--- src/rtl/tdc_fifo_reader_if.sv ---
`default_nettype none
// ============================================================================
// Module   : tdc_fifo_reader_if
// Brief    : FIFO read port and byte-transmitter handshake for tdc_fifo_reader.
// Revision : 1.0
// ============================================================================
interface tdc_fifo_reader_if;
   logic        fifo_empty;
   logic [31:0] fifo_dout;
   logic        fifo_rd_en;
   logic        tx_busy;
   logic [7:0]  tx_data;
   logic        tx_new_data;

   modport master (
      input  fifo_empty, fifo_dout, tx_busy,
      output fifo_rd_en, tx_data, tx_new_data
   );

   modport slave (
      output fifo_empty, fifo_dout, tx_busy,
      input  fifo_rd_en, tx_data, tx_new_data
   );
endinterface
`default_nettype wire

--- src/rtl/tdc_fifo_reader.sv ---
`default_nettype none
// ============================================================================
// Module   : tdc_fifo_reader
// Brief    : Pops 32-bit TDC words and frames each as HEADER, time1, calib_diff
//            bytes. Define TDC_FRAME_CHECKSUM_EN to append an XOR checksum byte.
// Revision : 1.0
// ============================================================================
module tdc_fifo_reader #(
   parameter logic [7:0] HEADER_BYTE = 8'hA5,
   parameter int         RD_LATENCY  = 1
) (
   input  logic                  clk,
   input  logic                  rst,
   tdc_fifo_reader_if.master     bus,
   input  logic                  pause,
   output logic                  frame_active,
   output logic [15:0]           frames_sent
);
   localparam logic [2:0] c_idle      = 3'd0;
   localparam logic [2:0] c_wait_data = 3'd1;
   localparam logic [2:0] c_send      = 3'd2;
   localparam logic [2:0] c_guard     = 3'd3;
   localparam logic [2:0] c_done      = 3'd4;

   localparam logic [1:0] c_rd_lat = RD_LATENCY[1:0];
`ifdef TDC_FRAME_CHECKSUM_EN
   localparam logic [2:0] c_last_idx = 3'd5;
`else
   localparam logic [2:0] c_last_idx = 3'd4;
`endif

   logic [2:0]  r_state;
   logic [1:0]  r_lat_cnt;
   logic [2:0]  r_idx;
   logic [31:0] r_word;
   logic        r_rd_en;
   logic        r_new_data;
   logic [7:0]  r_tx_data;
   logic        r_frame_active;
   logic [15:0] r_frames_sent;
   logic [7:0]  w_byte;

`ifdef TDC_FRAME_CHECKSUM_EN
   logic [7:0]  w_checksum;
   assign w_checksum = r_word[31:24] ^ r_word[23:16] ^ r_word[15:8] ^ r_word[7:0];
`endif

   always_comb begin
      w_byte = HEADER_BYTE;
      case (r_idx)
         3'd1:    w_byte = r_word[15:8];
         3'd2:    w_byte = r_word[7:0];
         3'd3:    w_byte = r_word[31:24];
         3'd4:    w_byte = r_word[23:16];
`ifdef TDC_FRAME_CHECKSUM_EN
         3'd5:    w_byte = w_checksum;
`endif
         default: w_byte = HEADER_BYTE;
      endcase
   end

   always_ff @(posedge clk) begin
      if (rst) begin
         r_state        <= c_idle;
         r_lat_cnt      <= 2'd0;
         r_idx          <= 3'd0;
         r_word         <= 32'h0;
         r_rd_en        <= 1'b0;
         r_new_data     <= 1'b0;
         r_tx_data      <= 8'h00;
         r_frame_active <= 1'b0;
         r_frames_sent  <= 16'h0000;
      end else begin
         r_rd_en    <= 1'b0;
         r_new_data <= 1'b0;
         case (r_state)
            c_idle: begin
               if (!bus.fifo_empty && !pause) begin
                  r_rd_en        <= 1'b1;
                  r_frame_active <= 1'b1;
                  r_lat_cnt      <= 2'd0;
                  r_idx          <= 3'd0;
                  r_state        <= c_wait_data;
               end
            end
            c_wait_data: begin
               if (r_lat_cnt == c_rd_lat) begin
                  r_word <= bus.fifo_dout;
                  // Header is constant, so it can leave in the same edge the word is latched.
                  if (!bus.tx_busy) begin
                     r_tx_data  <= HEADER_BYTE;
                     r_new_data <= 1'b1;
                     r_state    <= c_guard;
                  end else begin
                     r_state <= c_send;
                  end
               end else begin
                  r_lat_cnt <= r_lat_cnt + 2'd1;
               end
            end
            c_send: begin
               if (!bus.tx_busy) begin
                  r_tx_data  <= w_byte;
                  r_new_data <= 1'b1;
                  r_state    <= c_guard;
               end
            end
            c_guard: begin
               if (r_idx == c_last_idx) begin
                  r_state <= c_done;
               end else begin
                  r_idx   <= r_idx + 3'd1;
                  r_state <= c_send;
               end
            end
            c_done: begin
               r_frames_sent  <= r_frames_sent + 16'd1;
               r_frame_active <= 1'b0;
               r_state        <= c_idle;
            end
            default: r_state <= c_idle;
         endcase
      end
   end

   assign bus.fifo_rd_en  = r_rd_en;
   assign bus.tx_new_data = r_new_data;
   assign bus.tx_data     = r_tx_data;
   assign frame_active    = r_frame_active;
   assign frames_sent     = r_frames_sent;
endmodule
`default_nettype wire

--- src/flat_wrapper.sv ---
// flat-port wrapper written by rule: the top's interface ports become plain ports
module tdc_fifo_reader_flat 
#(
   parameter logic [7:0] HEADER_BYTE = 8'hA5,
   parameter int         RD_LATENCY  = 1
)
  (clk, rst, pause, frame_active, frames_sent, bus_fifo_empty, bus_fifo_dout, bus_tx_busy, bus_fifo_rd_en, bus_tx_data, bus_tx_new_data);
  tdc_fifo_reader_if bus_i ();
  input  logic clk;
  input  logic rst;
  input  logic pause;
  output logic frame_active;
  output logic [15:0] frames_sent;
  input wire logic [$bits(bus_i.fifo_empty)-1:0] bus_fifo_empty;
  input wire logic [$bits(bus_i.fifo_dout)-1:0] bus_fifo_dout;
  input wire logic [$bits(bus_i.tx_busy)-1:0] bus_tx_busy;
  output wire logic [$bits(bus_i.fifo_rd_en)-1:0] bus_fifo_rd_en;
  output wire logic [$bits(bus_i.tx_data)-1:0] bus_tx_data;
  output wire logic [$bits(bus_i.tx_new_data)-1:0] bus_tx_new_data;
  assign bus_i.fifo_empty = bus_fifo_empty;
  assign bus_i.fifo_dout = bus_fifo_dout;
  assign bus_i.tx_busy = bus_tx_busy;
  assign bus_fifo_rd_en = bus_i.fifo_rd_en;
  assign bus_tx_data = bus_i.tx_data;
  assign bus_tx_new_data = bus_i.tx_new_data;
  tdc_fifo_reader #(.HEADER_BYTE(HEADER_BYTE), .RD_LATENCY(RD_LATENCY)) u_core (.clk(clk), .rst(rst), .bus(bus_i), .pause(pause), .frame_active(frame_active), .frames_sent(frames_sent));
endmodule
--- config.mk ---
export PLATFORM = sky130hd
export DESIGN_NAME = tdc_fifo_reader_flat
export DESIGN_NICKNAME = d
export VERILOG_FILES = /design/src/rtl/tdc_fifo_reader_if.sv /design/src/rtl/tdc_fifo_reader.sv /design/src/flat_wrapper.sv
export SDC_FILE = /design/constraint.sdc
export NUM_CORES = 1
export LEC_CHECK = 0
export BUFFER_PORTS_ARGS = -buffer_cell sky130_fd_sc_hd__buf_2
export CAP_MARGIN = 20
export CELL_PAD_IN_SITES_DETAIL_PLACEMENT = 0
export CELL_PAD_IN_SITES_GLOBAL_PLACEMENT = 1
export CORE_MARGIN = 1
export CORE_UTILIZATION = 42
export CTS_CLUSTER_DIAMETER = 200
export DETAILED_ROUTE_END_ITERATION = 6
export PLACE_DENSITY = 0.86
export SYNTH_ARGS = -nofsm -noshare
export SYNTH_HDL_FRONTEND = slang
export SYNTH_SLANG_ARGS = --single-unit
--- constraint.sdc ---
create_clock -name clk -period 3.8 [get_ports clk]
set_input_delay 0.38 -clock clk [delete_from_list [all_inputs] [get_ports clk]]
set_output_delay 0.38 -clock clk [all_outputs]
set_load 0.02 [all_outputs]
# Word-level counts from Yosys, hierarchy flattened
# Cells that the tools add are included.
# classes
addsub	3
n_eq_ne	15
mux	23
bitwise	1
reduce_logical	15
# ops
operator	n
$pmux W8 S4	1
$mux W8	3
$mux W3	6
$add A16 B1 Y16 const B	1
$pmux W8 S2	1
$eq A3 B2 Y1 const B	4
$pmux W3 S4	1
$reduce_and A3 Y1	3
$ne A2 B2 Y1 const B	4
$reduce_bool A2 Y1	4
$eq A3 B1 Y1 const B	2
$eq A3 B3 Y1 const B	2
$pmux W3 S2	1
$mux W1	5
$mux W2	2
$ne A2 B1 Y1 const B	2
$pmux W1 S2	2
$pmux W2 S2	1
$reduce_and A2 Y1	2
$reduce_and A4 Y1	1
$add A3 B1 Y3 const B	1
$logic_not A3 Y1	1
$add A2 B1 Y2 const B	1
$eq A2 B1 Y1 const B	1
other kinds (4)	5
# totals
regBits	67
input_bits	37
output_inout_bits	27

# Depth between registers and ports, before layout
# depth
depth_word	4
mapped_depth	7
mapped_depth_nobuf	6

# Worst setup path after synthesis
# No wires, ideal clock.
# synth_path
path_kind	reg2reg
start	register u_core.r_frames_sent[4], in the netlist u_core.frames_sent[4]
end	register u_core.r_frames_sent[15], in the netlist u_core.frames_sent[15]
t_arrival_ns	1.817
required_time_ns	3.730
path_slack_ns	1.913
path_stages_with_launch	6
path_buffers	1
period_less_slack_ns	1.887
cell_sequence	dfxtp_1 > nand4_1 > or4_1 > clkbuf_1 > or3_1 > a21oi_1
# synth_via
elab_chain_len	1
# synth_rtl
item	line_no	source
from (decl)	tdc_fifo_reader.sv:40	logic [15:0] r_frames_sent;
from (signal assigned)	tdc_fifo_reader.sv:117	r_frames_sent <= r_frames_sent + 16'd1;
$add A16 B1 Y16	tdc_fifo_reader.sv:117	
# Every way passes these cells.
# A chain may end at the register's enable or synchronous reset.

# Worst setup path after layout
# layout_path
start	register u_core.r_idx[2]
end	register u_core.r_tx_data[5], in the netlist u_core.bus.tx_data[5]
# layout_via
elab_chain_len	4
elab_cells_between_ends	7
cone_classes	eq/ne: 4; mux: 3
# layout_rtl
item	line_no	source
from (decl)	tdc_fifo_reader.sv:34	logic [2:0] r_idx;
from (signal assigned)	tdc_fifo_reader.sv:112	r_idx <= r_idx + 3'd1;
$eq A3 B3 Y1 (tied with other cells)	tdc_fifo_reader.sv:50	case (r_idx)
$pmux W8 S4 (*)	tdc_fifo_reader.sv:50	
$mux W8 (*)	tdc_fifo_reader.sv:102	if (!bus.tx_busy) begin
$pmux W8 S2 (*)	tdc_fifo_reader.sv:76	case (r_state)
to (signal assigned)	tdc_fifo_reader.sv:103	r_tx_data <= w_byte;
to (decl)	tdc_fifo_reader.sv:38	logic [7:0] r_tx_data;
# Every way passes the cells marked *; elsewhere a longest branch is shown, timed or not. The select of a mux whose other input is x is not followed.

==> impl_metrics.tcl <==
set metrics [dict create \
    vias_per_cell 5.32 \
    violations "design-rule violations" \
    core-area_sq_mm 0.00649 \
    cts_resized 0 \
    antenna_found_initial 0 \
    ys_top_cells_by_area "dfxtp_1, nand2_1, a21oi_1, nor2_1, ha_1" \
    drive_above_1_share_pct 19.8 \
    dpl-instance-area_sq_mm 0.00321 \
    synth_area_sq_mm 0.00288 \
    finClkSkew_ps 2.49 \
    first_pass_iters 6 \
    postCtsSetupRepairBufs 0 \
    cts-buffers-inserted 9 \
    dr_total_vias 2617 \
    report.final.hold_viol_count 0 \
    ant_nets 0 \
    yosys_warnings 0 \
    pin_count 64 \
    die_area_sq_mm 0.00720 \
    die_h_um 84.8 \
    crit_fanout 24 \
    path_buf_inv 1 \
    port_buffers 63 \
    setup_viol_count_final 0 \
    stdcell_area_sq_mm 0.00341 \
    post_drt_wl_per_cell_um 13.5 \
    synth.yosys.seq_area_share_pct 46.5 \
    cts.sinks 67 \
    cp_slowest_stage_delay_ps 740 \
    tns_ps 0 \
    grt_pass1_wl_mm 11.2 \
    hold-worst-slack_ps 273 \
    synthesis.instances 360 \
    cts-htree-levels 3 \
    end_kind "flip-flop" \
    path_clk_slew_ps 70 \
    path_delay_family "flip-flops" \
    tritoncts "yes" \
    holdCritPathClass "in -> reg" \
    grt_max_degree 38 \
    rows 29 \
    grt.overflow.total 0 \
    first_global_vias 2391 \
    area_delta_synth_final_pct 18.4 \
    die-width_um 84.8 \
    clk_path_buf_depth 2 \
    crit_slowest_cell "dfxtp_1" \
    crit_type "reg -> reg" \
    cp_cell_sequence "inv_1 > ha_1 > or4_1 > o311ai_0 > o22ai_1 > nor2_1" \
    r2r_cells 6 \
    drt_iter0_drc 198 \
    max_slew_margin_pct 34.0 \
    gp_congestion 0.808 \
    synth_edf_count 0 \
    fin_crit_sh_pct 64.6 \
    async_reset_ff_share_pct 0 \
    holdPathStages 3 \
    drc 2 \
    arrival_ps 2730 \
    synth_commonest_cells "nand2_1, dfxtp_1, a21oi_1, nor2_1, clkbuf_1" \
    crit_required_ps 4070 \
    ys_seq_elements 67 \
    yosysMostFrequentCell "nand2_1" \
    postRouteWirelength_mm 6.63 \
    nets 455 \
    synth_flop_cell "dfxtp_1" \
    period_needed_ps 2450 \
    cts-root-buf "clkbuf_8" \
    startpoint_type "flip-flop" \
    p_per_area_mw_per_mm2 390 \
    drv_slew 0 \
    stdcell_count 492 \
    fin_util_pct 52.5 \
    track_usage_pct 19.7 \
    yosys.area.top_type "dfxtp_1" \
    synthesis.nets 404 \
    antenna_cells 0 \
    post-dp-hpwl_mm 4.69 \
    worst_pin_slew_ps 987 \
    status "finished with violations" \
    start_util_pct 44.4 \
    holdBufCountCts 0 \
    synth_top_area_share_pct 46.5 \
    crit_cells 6 \
    drv_cap 0 \
    insertion_delay_ps 340 \
    power_leakage_nw 1.29 \
    rsz0062_at_grt "no" \
    syn_avg_cell_area_sq_um 8.01 \
    dp_cells 476 \
    max-vdd-ir-drop_mv 0.195 \
    yosysUniqueCellTypes 40 \
    fmax_ghz 0.408 \
]
## where the power goes
group | internal (mW) | switching (mW)
clock | 0.285 | 0.247
sequential | 0.714 | 0.00969
combinational | 0.0320 | 0.0440
total | 1.03 | 0.301
## sequential cells by signal, indices dropped and copies added (netlist names)
name / flops
u_core.frames_sent: 16
u_core.r_state: 3
u_core.bus.tx_new_data: 1
u_core.r_word: 32
u_core.frame_active: 1
u_core.bus.tx_data: 8
u_core.r_idx: 3
u_core.bus.fifo_rd_en: 1
u_core.r_lat_cnt: 2
## metal layers
layer,track usage [%],vias to the layer above,wire [um]
li1,-,1351,-
met1,25.9,1209,3130
met2,31.3,50,3110
met3,5.64,7,300
met4,6.63,0,87
met5,0,-,0
## layout make-up
cell class | count | area [sq um]
Clock inverter | 2 | 10.0
Clock buffer | 13 | 169
Tap cell | 77 | 96.3
Timing Repair Buffer | 65 | 348
Sequential cell | 67 | 1340
Multi-Input combinational cell | 262 | 1430
Inverter | 6 | 22.5
Fill cell | 658 | 3080
## kinds of logic after synthesis
logic type               Yosys count  share of synthesized area (%)
AO/OA/AOI/OAI                     86                           17.7
XOR/XNOR                           9                           2.73
adder cells (fa/ha/maj)            7                           3.04
buffers and inverters             31                           4.04
flip-flops                        67                           46.5
multiplexers                       1                          0.391
AND/OR/NAND/NOR                  159                           25.6
## tightest hold or removal path, cell delays in order
cell and delay (ps):
buf_2 90, nand2_1 40, a21oi_1 50
## path summary, 6_finish.rpt
path,start,end,slack [ps]
worst min register to register,u_core.r_word[1]$_SDFFE_PP0P_,u_core.r_word[1]$_SDFFE_PP0P_,460
worst max-delay path,u_core.r_idx[2]$_SDFFE_PP0P_,u_core.bus.tx_data[5]$_SDFFE_PP0P_,1350
worst max register to register,u_core.r_idx[2]$_SDFFE_PP0P_,u_core.bus.tx_data[5]$_SDFFE_PP0P_,1350
worst min-delay path,bus_fifo_dout[5],u_core.r_word[5]$_SDFFE_PP0P_,270
## layout by cell type (no fill, tap or decap), drive strengths merged, types with 2 or more instances in the layout
master / count
a211oi: 4
a21oi: 46
a22oi: 9
a32oi: 5
and3: 3
buf: 64
clkbuf: 14
clkinv: 2
dfxtp: 67
ha: 7
inv: 6
nand2: 80
nand3: 11
nand3b: 8
nand4: 7
nor2: 25
nor3: 5
nor3b: 2
nor4: 2
o21ai: 11
o22ai: 4
or3: 6
or4: 2
xnor2: 7
xor2: 2
## per-stage QoR
stage	worst slack (ps)	power (mW)
2_1_floorplan	1910	0.782
3_3_place_gp	1480	0.813
3_5_place_dp	1350	0.815
4_1_cts	1360	1.34
5_1_grt	1090	1.39
6_report	1350	1.33
(Power assumes the default switching activity.)
